### src/rtl/shifter_pkg.sv
// shifter_pkg: shared mode constants and FSM state encoding for seq_shifter
package shifter_pkg;
    localparam logic [1:0] MODE_SLL = 2'b00;
    localparam logic [1:0] MODE_SRL = 2'b01;
    localparam logic [1:0] MODE_SRA = 2'b10;
    localparam logic [1:0] MODE_ROL = 2'b11;
    typedef enum logic [1:0] {
        ST_IDLE  = 2'd0,
        ST_SHIFT = 2'd1,
        ST_DONE  = 2'd2
    } state_t;
endpackage

### src/rtl/shift_step.sv
// shift_step: combinational shift of data by a fixed STEP bits in the selected mode
module shift_step
    import shifter_pkg::*;
#(
    parameter int WIDTH = 16,
    parameter int STEP  = 1
) (
    input  logic [WIDTH-1:0] data_i,
    input  logic [1:0]       mode_i,
    output logic [WIDTH-1:0] data_o
);
    logic [WIDTH-1:0] sll, srl, sra, rol;
    // all four candidate results, then select by mode
    always_comb begin
        sll    = data_i << STEP;
        srl    = data_i >> STEP;
        sra    = WIDTH'($signed(data_i) >>> STEP);
        rol    = {data_i[WIDTH-STEP-1:0], data_i[WIDTH-1 -: STEP]};
        data_o = mode_i == MODE_SLL ? sll :
                 mode_i == MODE_SRL ? srl :
                 mode_i == MODE_ROL ? rol : sra;
    end
endmodule

### src/rtl/seq_shifter.sv
// seq_shifter: multi-cycle shifter (SLL/SRL/SRA/ROL) with start/done handshake; SEQ_SHIFTER_FAST_EN adds 4-bit steps
module seq_shifter
    import shifter_pkg::*;
#(
    parameter int WIDTH   = 16,
    parameter int SHAMT_W = 4
) (
    input  logic               CLK,
    input  logic               Reset,
    input  logic               start,
    input  logic [1:0]         mode,
    input  logic [WIDTH-1:0]   din,
    input  logic [SHAMT_W-1:0] shamt,
    output logic               ready,
    output logic               busy,
    output logic               done,
    output logic [WIDTH-1:0]   dout
);
    state_t             state_q, state_d;
    logic [WIDTH-1:0]   data_q, data_d, dout_q, dout_d, step1, stepped;
    logic [SHAMT_W-1:0] cnt_q, cnt_d, dec;
    logic [1:0]         md_q, md_d;

    shift_step #(.WIDTH(WIDTH), .STEP(1)) u_step1 (
        .data_i (data_q),
        .mode_i (md_q),
        .data_o (step1)
    );

`ifdef SEQ_SHIFTER_FAST_EN
    logic [WIDTH-1:0] step4;
    logic             use4;

    shift_step #(.WIDTH(WIDTH), .STEP(4)) u_step4 (
        .data_i (data_q),
        .mode_i (md_q),
        .data_o (step4)
    );

    // take a 4-bit stride while at least four bits remain
    always_comb begin
        use4    = 32'(cnt_q) >= 32'd4;
        stepped = use4 ? step4 : step1;
        dec     = use4 ? SHAMT_W'(4) : SHAMT_W'(1);
    end
`else
    // one bit per cycle
    always_comb begin
        stepped = step1;
        dec     = SHAMT_W'(1);
    end
`endif

    // state and datapath registers
    always_ff @(posedge CLK) begin
        if (Reset) begin
            state_q <= ST_IDLE;
            data_q  <= '0;
            cnt_q   <= '0;
            md_q    <= '0;
            dout_q  <= '0;
        end else begin
            state_q <= state_d;
            data_q  <= data_d;
            cnt_q   <= cnt_d;
            md_q    <= md_d;
            dout_q  <= dout_d;
        end
    end

    // next state: accept in IDLE/DONE, step in SHIFT, publish result on the last step
    always_comb begin
        state_d = state_q;
        data_d  = data_q;
        cnt_d   = cnt_q;
        md_d    = md_q;
        dout_d  = dout_q;
        case (state_q)
            ST_IDLE, ST_DONE: begin
                state_d = ST_IDLE;
                if (start) begin
                    data_d  = din;
                    cnt_d   = shamt;
                    md_d    = mode;
                    state_d = shamt == '0 ? ST_DONE : ST_SHIFT;
                    dout_d  = shamt == '0 ? din : dout_q;
                end
            end
            ST_SHIFT: begin
                data_d  = stepped;
                cnt_d   = cnt_q - dec;
                state_d = cnt_q == dec ? ST_DONE : ST_SHIFT;
                dout_d  = cnt_q == dec ? stepped : dout_q;
            end
            default: state_d = ST_IDLE;
        endcase
    end

    // handshake outputs decode from the state register alone
    always_comb begin
        ready = state_q == ST_IDLE || state_q == ST_DONE;
        busy  = state_q == ST_SHIFT;
        done  = state_q == ST_DONE;
        dout  = dout_q;
    end
endmodule

### config.mk
export PLATFORM = sky130hd
export DESIGN_NAME = seq_shifter
export DESIGN_NICKNAME = d
export VERILOG_FILES = /design/src/rtl/shifter_pkg.sv /design/src/rtl/shift_step.sv /design/src/rtl/seq_shifter.sv
export SDC_FILE = /design/constraint.sdc
export NUM_CORES = 1
export LEC_CHECK = 0
export CORE_AREA = 2 2 65 67
export DETAILED_ROUTE_END_ITERATION = 10
export DIE_AREA = 0 0 67 69
export MAX_ROUTING_LAYER = met4
export PLACE_DENSITY_LB_ADDON = 0.25
export SLEW_MARGIN = 10
export SYNTH_ARGS = -nofsm -noshare
export SYNTH_HDL_FRONTEND = slang
export SYNTH_SLANG_ARGS = --single-unit
### constraint.sdc
create_clock -name CLK -period 3 [get_ports CLK]
set_input_delay 0.45 -clock CLK [delete_from_list [all_inputs] [get_ports CLK]]
set_output_delay 0.45 -clock CLK [all_outputs]
set_load 0.02 [all_outputs]
# Word level (Yosys, flattened, before mapping)

Cells that the tools add are included.

Mux-type cells: 15
Equal/unequal tests: 8
Divide/modulo/power cells: 0
Bitwise operators: 0
Reduce and logical (&&, ||, !) cells: 9
Add/sub/neg operators: 1
Shift-type cells: 0
Magnitude comparators: 0
Multiply operators: 0

Operators by type and width:

| kind                | number |
|---|---|
| $mux 16             | 7 |
| $pmux 16 s2         | 2 |
| $pmux 4 s2          | 1 |
| $mux 2              | 3 |
| $eq 2x1->1 const B  | 2 |
| $eq 2x2->1 const B  | 2 |
| $eq 4x1->1 const B  | 1 |
| $logic_not 2->1     | 2 |
| $logic_not 4->1     | 1 |
| $mux 4              | 1 |
| $ne 2x2->1 const B  | 2 |
| $pmux 2 s2          | 1 |
| $reduce_and 2->1    | 2 |
| $reduce_and 4->1    | 1 |
| $sub 4x1->4 const B | 1 |
| $ne 2x1->1 const B  | 1 |
| $reduce_bool 2->1   | 1 |
| $reduce_or 2->1     | 1 |
| $logic_or 1x1->1    | 1 |

Output and inout bits: 19
Memory bits (read-only): 0
RAM bits: 0
Memories: 0
Flip-flop bits (word level): 40
Bits in latches: 0
Word-level logic and storage cells: 38
Bits of input ports: 25

# Longest topological paths before layout

Gate-level depths: netlist (run 1).

Word-level depth: 6
Mapped depth: 8
Depth with buffers taken out: 6

# By module

From an unflattened synthesis (run 1), not the netlist that was laid out.

Cell total of the unflattened synthesis: 201
Area total of the unflattened synthesis: 2152.1 µm²

By module, submodules not included:

| module      | sequential area each (µm²) | instances | cells each | area each (µm²) |
|---|---|---|---|---|
| seq_shifter | 800.8                      | 1         | 179        | 1881.8 |
| shift_step  | 0.0                        | 1         | 22         | 270.3 |

# Least setup slack after synthesis (run 1)

OpenSTA, ideal clock, no wires.

Kind: input to register
Start point: input port shamt[2]
End point: register dout_q[10] (netlist: dout[10])
Required time: 2.884 ns
Library setup time: 0.116 ns
Buffers on the path: 2
Cell stages on the path: 5
Slack: 1.158 ns
Arrival: 1.727 ns
Path through: or4_4 o22a_1 buf_6 buf_2 a31o_1

Cells in the longest elaborated chain, start to end: 3

RTL lines:

| item                       | RTL line          | text |
|---|---|---|
| from (decl)                | seq_shifter.sv:13 | `input logic [SHAMT_W-1:0] shamt,` |
| $logic_not 4->1            | seq_shifter.sv:86 | `dout_d = shamt == '0 ? din : dout_q;` |
| $ne 2x2->1 (no line)       | -                 |  |
| $reduce_and 4->1 (no line) | -                 |  |
| to (signal assigned)       | seq_shifter.sv:67 | `dout_q <= dout_d;` |
| to (decl)                  | seq_shifter.sv:20 | `logic [WIDTH-1:0] data_q, data_d, dout_q, dout_d, step1, stepped;` |

Every way passes these cells.
A chain may end at the register's enable or synchronous reset.

# Worst setup path after layout (run 1)

Start point: input port shamt[2]
End point: register dout_q[14] (netlist: dout[14])

Same word-level chain as after synthesis.

==> impl_summary.txt, run 1 <==
----------------------------------------------------
[Placed design]
  Pre-CTS setup slack ... 0.4358 ns
  Post-DP HPWL ... 3343 um
  IO Port Bufs ... 43
  Placed cell count ... 314
  RePlAce Congestion ... 0.7810

[Pwr]
  Leakage power ... 0.9749 nW
  Worst vdd rail ir drop ... 0.2474 mV
  Power Dens Cells ... 505.5 nW/um^2

[Floorplanning]
  Overall die width ... 67 um
  Total core area ... 3914 sq um
  IO Pins ... 44
  Starting density of the core ... 52.78%
  Total Die Area ... 4623 sq um
  Height of the chip ... 69 um
  Row cnt ... 23

[Synthesis]
  Fraction of synthesized cell area taken by the top area cell type ... 38.76%
  Gate count of the mapped netlist ... 234
  Number of enable-type register cells in the synthesized netlist ... 0
  Synth area leader ... sky130_fd_sc_hd__dfxtp_1
  Number of unique standard cell types used by synthesis ... 42
  Fraction of the yosys area taken by sequential cells ... 38.76%
  Synthesized cell area ... 2066 sq um
  Average instance area after synthesis ... 8.828 sq um
  Post-synthesis register bit count ... 40
  Synthesized netlist net count ... 261
  Yosys synthesis warning count ... 0
  Largest cells by area after synthesis ... sky130_fd_sc_hd__dfxtp_1 39%, sky130_fd_sc_hd__nand2_1 4.7%, sky130_fd_sc_hd__nor2_1 4.5%, sky130_fd_sc_hd__o41ai_2 3.9%, sky130_fd_sc_hd__mux2i_1 3.9%
  Share of synthesized registers carrying an async set or reset ... 0%
  Commonest register cell after synthesis ... sky130_fd_sc_hd__dfxtp_1

[Critical path]
  Crit path kind ... input port to register
  Flop2flop setup slack ... 0.85 ns
  Maximum fanout count along the critical path ... 10
  Critical path startpoint ... shamt[2]
  Data arrival time of the worst path ... 2.50 ns
  Cell depth of the worst flop-to-flop path ... 6
  Sort of element at the end of the critical path ... register
  Worst flop-to-flop path startpoint ... cnt_q[0]
  Required time of the critical path ... 3.24 ns
  Reg-to-reg endpoint ... dout[14]
  Element type at the critical path start ... input port

[Clocking]
  Number of levels in the clock H-tree ... 2
  Clock root buffer ... sky130_fd_sc_hd__clkbuf_8
  Cts bufs inserted ... 5
  Clock-pin slew reported for the worst setup and hold paths after clock tree synthesis ... 0.07 ns
  CTS Buffer Depth ... 2
  CTS resizes ... 0
  Count of hold buffers inserted by post-cts repair ... 0
  Clock sink count ... 40
  Skew-Pair Late Insertion Delay ... 0.29 ns
  Number of buffers inserted by post-CTS setup repair ... 0
  Clock tree from TritonCTS ... done

[STA]
  Maximum clock skew at final layout ... 0.004138 ns
  Summed negative setup slack over all endpoints ... 0 ns
  Count of final max-slew check failures ... 0
  Post-layout worst setup margin ... 0.7409 ns
  Max_slew headroom ... 47.36%
  Final period util ... 75.30%
  Unrepaired setup endpoints after global routing ... false
  Slew @ Worst Pin ... 0.7890 ns
  Final Hold Fails ... 0
  Number of endpoints failing setup at the final stage ... 0
  Upper clock frequency limit ... 442.6 MHz
  Final Hold Slack ... 0.4818 ns
  Time the worst path needs with I/O delays and setup ... 2.259 ns

[GRT]
  Overall overflow remaining after global route ... 0
  Number of global-route vias before repair ... 1840
  Largest net degree at the start of global routing ... 46
  First-pass GRT wire length ... 8169 um
  GR Util All Layers ... 23.18%
  Initial antenna violation count ... 0

[Finish]
  Share of cells above drive strength 1 ... 14.02%
  Area added between synthesis and finish ... 26.17%
  Fillers ... 359
  Most common cell after layout, fill and taps aside ... sky130_fd_sc_hd__clkdlybuf4s50_1
  Most used cells in the layout excluding fill and tap cells ... 43 x sky130_fd_sc_hd__clkdlybuf4s50_1, 40 x sky130_fd_sc_hd__dfxtp_1, 26 x sky130_fd_sc_hd__nand2_1
  Final core area utilization ... 66.59%
  Diode count ... 0
  Final instance count without filler cells ... 321
  Final-stage net count ... 298

[Route]
  Antenna viol nets, final ... 0
  Vias ... 1853
  Routed WL ... 4947 um
  Number of violations reported at the end of detailed-routing iteration 0 ... 96
  Average wire per cell in the routed design ... 15.41 um
  DR pass1 iterations ... 4
  Remaining design rule violation count ... 0
  Detail-routed via count per cell ... 5.773

[Min path]
  Path class of the lowest-slack min-delay path ... register to register
  Hold path start ... dout[10]
  Hold-critical path depth ... 1
  Hold path endpoint ... dout[10]

[Run]
  Number of max-capacitance violations reported ... 0

[Status]
  Outcome ... finished, final reports clean

----------------------------------------------------
-- critical path, cell delays in order --
cell	delay [ns]
sky130_fd_sc_hd__clkdlybuf4s50_1	0.42
sky130_fd_sc_hd__or4_4	0.57
sky130_fd_sc_hd__o22a_1	0.37
sky130_fd_sc_hd__buf_4	0.24
sky130_fd_sc_hd__a2111oi_2	0.30
sky130_fd_sc_hd__a31o_1	0.14
-- worst max-delay path by stage --
stage               end  slack [ns]
2_1_floorplan  dout[10]        1.16
3_3_place_gp   dout[14]        0.51
3_5_place_dp   dout[14]        0.44
4_1_cts        dout[14]        0.75
5_1_grt        dout[14]        0.67
6_report       dout[14]        0.74
-- area by class of cell --
class / instances / area (sq um) / share of cell area, %
tap: 50 / 62.56 / 2.400
sequential: 40 / 800.8 / 30.72
clock buffer: 7 / 96.34 / 3.697
timing repair buffer: 50 / 483.0 / 18.53
inverter: 6 / 22.52 / 0.8641
multi-input combinational: 168 / 1141 / 43.78
-- stage by stage --
stage,total power [mW],area [sq um]
5_1_grt,1.386,2606
4_1_cts,1.321,2606
2_1_floorplan,0.8363,2066
3_3_place_gp,0.9327,2510
6_report,1.317,2606
3_5_place_dp,0.9395,2510
-- cell families after synthesis --
family	Yosys count	share of synthesized area, %
adder cells (fa/ha/maj)	2	1.211
multiplexers	16	8.237
AO/OA/AOI/OAI	58	23.87
XOR/XNOR	2	1.575
flip-flops	40	38.76
buffers and inverters	26	5.996
AND/OR/NAND/NOR	90	20.35
-- power breakdown --
group | total, mW | internal (mW) | switching (mW)
Combinational | 0.317 | 0.143 | 0.174
Sequential | 0.614 | 0.576 | 0.0386
Clock | 0.386 | 0.205 | 0.181
-- state kept, by name, indices dropped and copies added (netlist names) --
register / count
state_q: 2
data_q: 16
md_q: 2
cnt_q: 4
dout: 16
-- synthesized netlist by cell type (all sizes together), types with 2 or more instances --
| cell type | count |
|---|---|
| a2111oi | 7 |
| a21oi | 12 |
| a221oi | 3 |
| a22oi | 3 |
| a2bb2oi | 2 |
| a311oi | 2 |
| a31o | 8 |
| and3 | 7 |
| buf | 11 |
| clkbuf | 9 |
| dfxtp | 40 |
| ha | 2 |
| inv | 6 |
| mux2 | 8 |
| mux2i | 8 |
| nand2 | 27 |
| nand2b | 2 |
| nand3 | 7 |
| nor2 | 25 |
| nor2b | 3 |
| nor3 | 11 |
| nor4 | 6 |
| o21ai | 9 |
| o22ai | 2 |
| o32ai | 2 |
| o41ai | 5 |
-- routing by layer --
layer  up-vias  track usage, %  routed length, um
li1        930               -                  -
met1       865           30.07               2283
met2        48           35.97               2297
met3        10           3.915                280
met4         0           8.390                 85
met5         -               -                  0
Note: power is estimated with default switching activity, not from simulation.
==> run 2, diff against run 1 <==
Settings changed: CORE_AREA 2 2 65 67 to 2 2 71 73, DIE_AREA 0 0 67 69 to 0 0 73 75.
Clock period 3 ns to 1.9 ns, I/O delays scaled along.
==> impl_summary.txt, run 2 (synthesis results as in run 1) <==
----------------------------------------------------
[Floorplanning]
  Row cnt ... 25
  Height of the chip ... 75 um
  IO Pins ... 44
  Total Die Area ... 5475 sq um
  Total core area ... 4661 sq um
  Starting density of the core ... 44.32%
  Overall die width ... 73 um

[STA]
  Slew @ Worst Pin ... 0.4008 ns
  Maximum clock skew at final layout ... 0.005397 ns
  Summed negative setup slack over all endpoints ... 0 ns
  Unrepaired setup endpoints after global routing ... false
  Number of endpoints failing setup at the final stage ... 0
  Time the worst path needs with I/O delays and setup ... 1.851 ns
  Upper clock frequency limit ... 540.2 MHz
  Final period util ... 97.42%
  Final Hold Fails ... 0
  Count of final max-slew check failures ... 0
  Max_slew headroom ... 73.25%

[Pwr]
  Power Dens Cells ... 736.5 nW/um^2
  Leakage power ... 1.148 nW
  Worst vdd rail ir drop ... 0.3967 mV
  Power Total ... 2.179 mW

[Critical path]
  Element type at the critical path start ... input port
  Sort of element at the end of the critical path ... register
  Data arrival time of the worst path ... 2.09 ns
  Required time of the critical path ... 2.14 ns
  Crit path kind ... input port to register
  Cell with the largest stage delay on the worst path ... sky130_fd_sc_hd__or4_4
  Cell breakdown of the critical path ... clkdlybuf4s50_1 -> or4_4 -> o22a_4 -> buf_8 -> a2111oi_4 -> a31o_1
  Largest stage delay on the critical path ... 0.50 ns
  Maximum fanout count along the critical path ... 5

[Finish]
  Most used cells in the layout excluding fill and tap cells ... 40 x sky130_fd_sc_hd__clkdlybuf4s50_1, 39 x sky130_fd_sc_hd__dfxtp_1, 33 x sky130_fd_sc_hd__buf_4
  Area of all placed cells without fillers ... 2958 sq um
  Diode count ... 0
  Most common cell after layout, fill and taps aside ... sky130_fd_sc_hd__clkdlybuf4s50_1
  Share of cells above drive strength 1 ... 23.67%
  Final-stage net count ... 326
  Area added between synthesis and finish ... 43.19%

[Clocking]
  Skew-Pair Late Insertion Delay ... 0.29 ns
  Number of levels in the clock H-tree ... 2
  Clock tree from TritonCTS ... done
  Cts bufs inserted ... 5
  CTS Buffer Depth ... 2
  Clock sink count ... 40
  Clock root buffer ... sky130_fd_sc_hd__clkbuf_8
  Clock-pin slew reported for the worst setup and hold paths after clock tree synthesis ... 0.08 ns

[Route]
  Antenna viol nets, final ... 0
  Vias ... 2034
  Detail-routed via count per cell ... 5.746
  Remaining design rule violation count ... 0
  Number of violations reported at the end of detailed-routing iteration 0 ... 102
  DR pass1 iterations ... 4
  Routed WL ... 5803 um
  Average wire per cell in the routed design ... 16.39 um

[GRT]
  First-pass GRT wire length ... 8852 um
  GR Util All Layers ... 21.78%
  Largest net degree at the start of global routing ... 19
  Initial antenna violation count ... 0
  Number of global-route vias before repair ... 1802
  Overall overflow remaining after global route ... 0

[Min path]
  Path class of the lowest-slack min-delay path ... input port to register

[Placed design]
  IO Port Bufs ... 43
  Post-placement cell area ... 2703 sq um
  RePlAce Congestion ... 0.8230
  Post-DP HPWL ... 3930 um

[Run]
  Number of max-capacitance violations reported ... 0

[Status]
  Outcome ... finished, final reports clean

----------------------------------------------------
-- run 2: report_power, final --
group          switching (mW)  internal (mW)
Sequential             0.0621          0.909
Combinational           0.331          0.289
Clock                   0.291          0.296
Total                   0.683           1.50
-- run 2: timing repair --
item,CTS,global route
gates cloned,1,0
hold buffers,0,0
pin swaps,1,2
setup buffers,2,0
resized for setup,8,16
endpoints found under the setup margin,8,16
-- run 2: stage by stage --
stage	setup slack, ns	hold slack, ns	util [%]	cells
after detailed placement	-0.3583	0.4642	57.99	343
after CTS	0.01155	0.4874	60.86	354
after global routing	0.01097	0.4337	63.46	354
final	0.04898	0.4022	63.46	354
after floorplan	0.07970	0.4210	-	234
after global placement	-0.2955	0.4654	57.99	343
-- run 2: path summary, 6_finish.rpt --
path,start,slack (ns),end,cells past startpoint
min reg2reg,dout[4],0.48,dout[4],2
max reg2reg,md_q[1],0.11,dout[13],5
min,shamt[1],0.40,cnt_q[1],4
max,shamt[0],0.05,dout[13],6
-- run 2: critical path: cells and delay by family --
kind            cells  cell delay, ns
compound gates      3            0.72
buf+inv             2            0.58
simple gates        1            0.50
-- run 2: layout make-up --
class                           instances  area, sq um
Sequential cell                        40        802.0
Multi-Input combinational cell        168         1274
Clock buffer                            8        90.09
Tap cell                               54        67.56
Inverter                                6        22.52
Fill cell                             415         1703
Timing Repair Buffer                   78        701.9
-- run 2: layer usage --
| layer | share of wire, % | up-vias | routed length (um) | track usage, % |
|---|---|---|---|---|
| li1 | - | 984 | - | - |
| met1 | 46 | 977 | 2674 | 29.58 |
| met2 | 47 | 67 | 2749 | 32.63 |
| met3 | 5.6 | 6 | 327 | 4.953 |
| met4 | 0.88 | 0 | 51 | 5.967 |
| met5 | 0 | - | 0 | - |
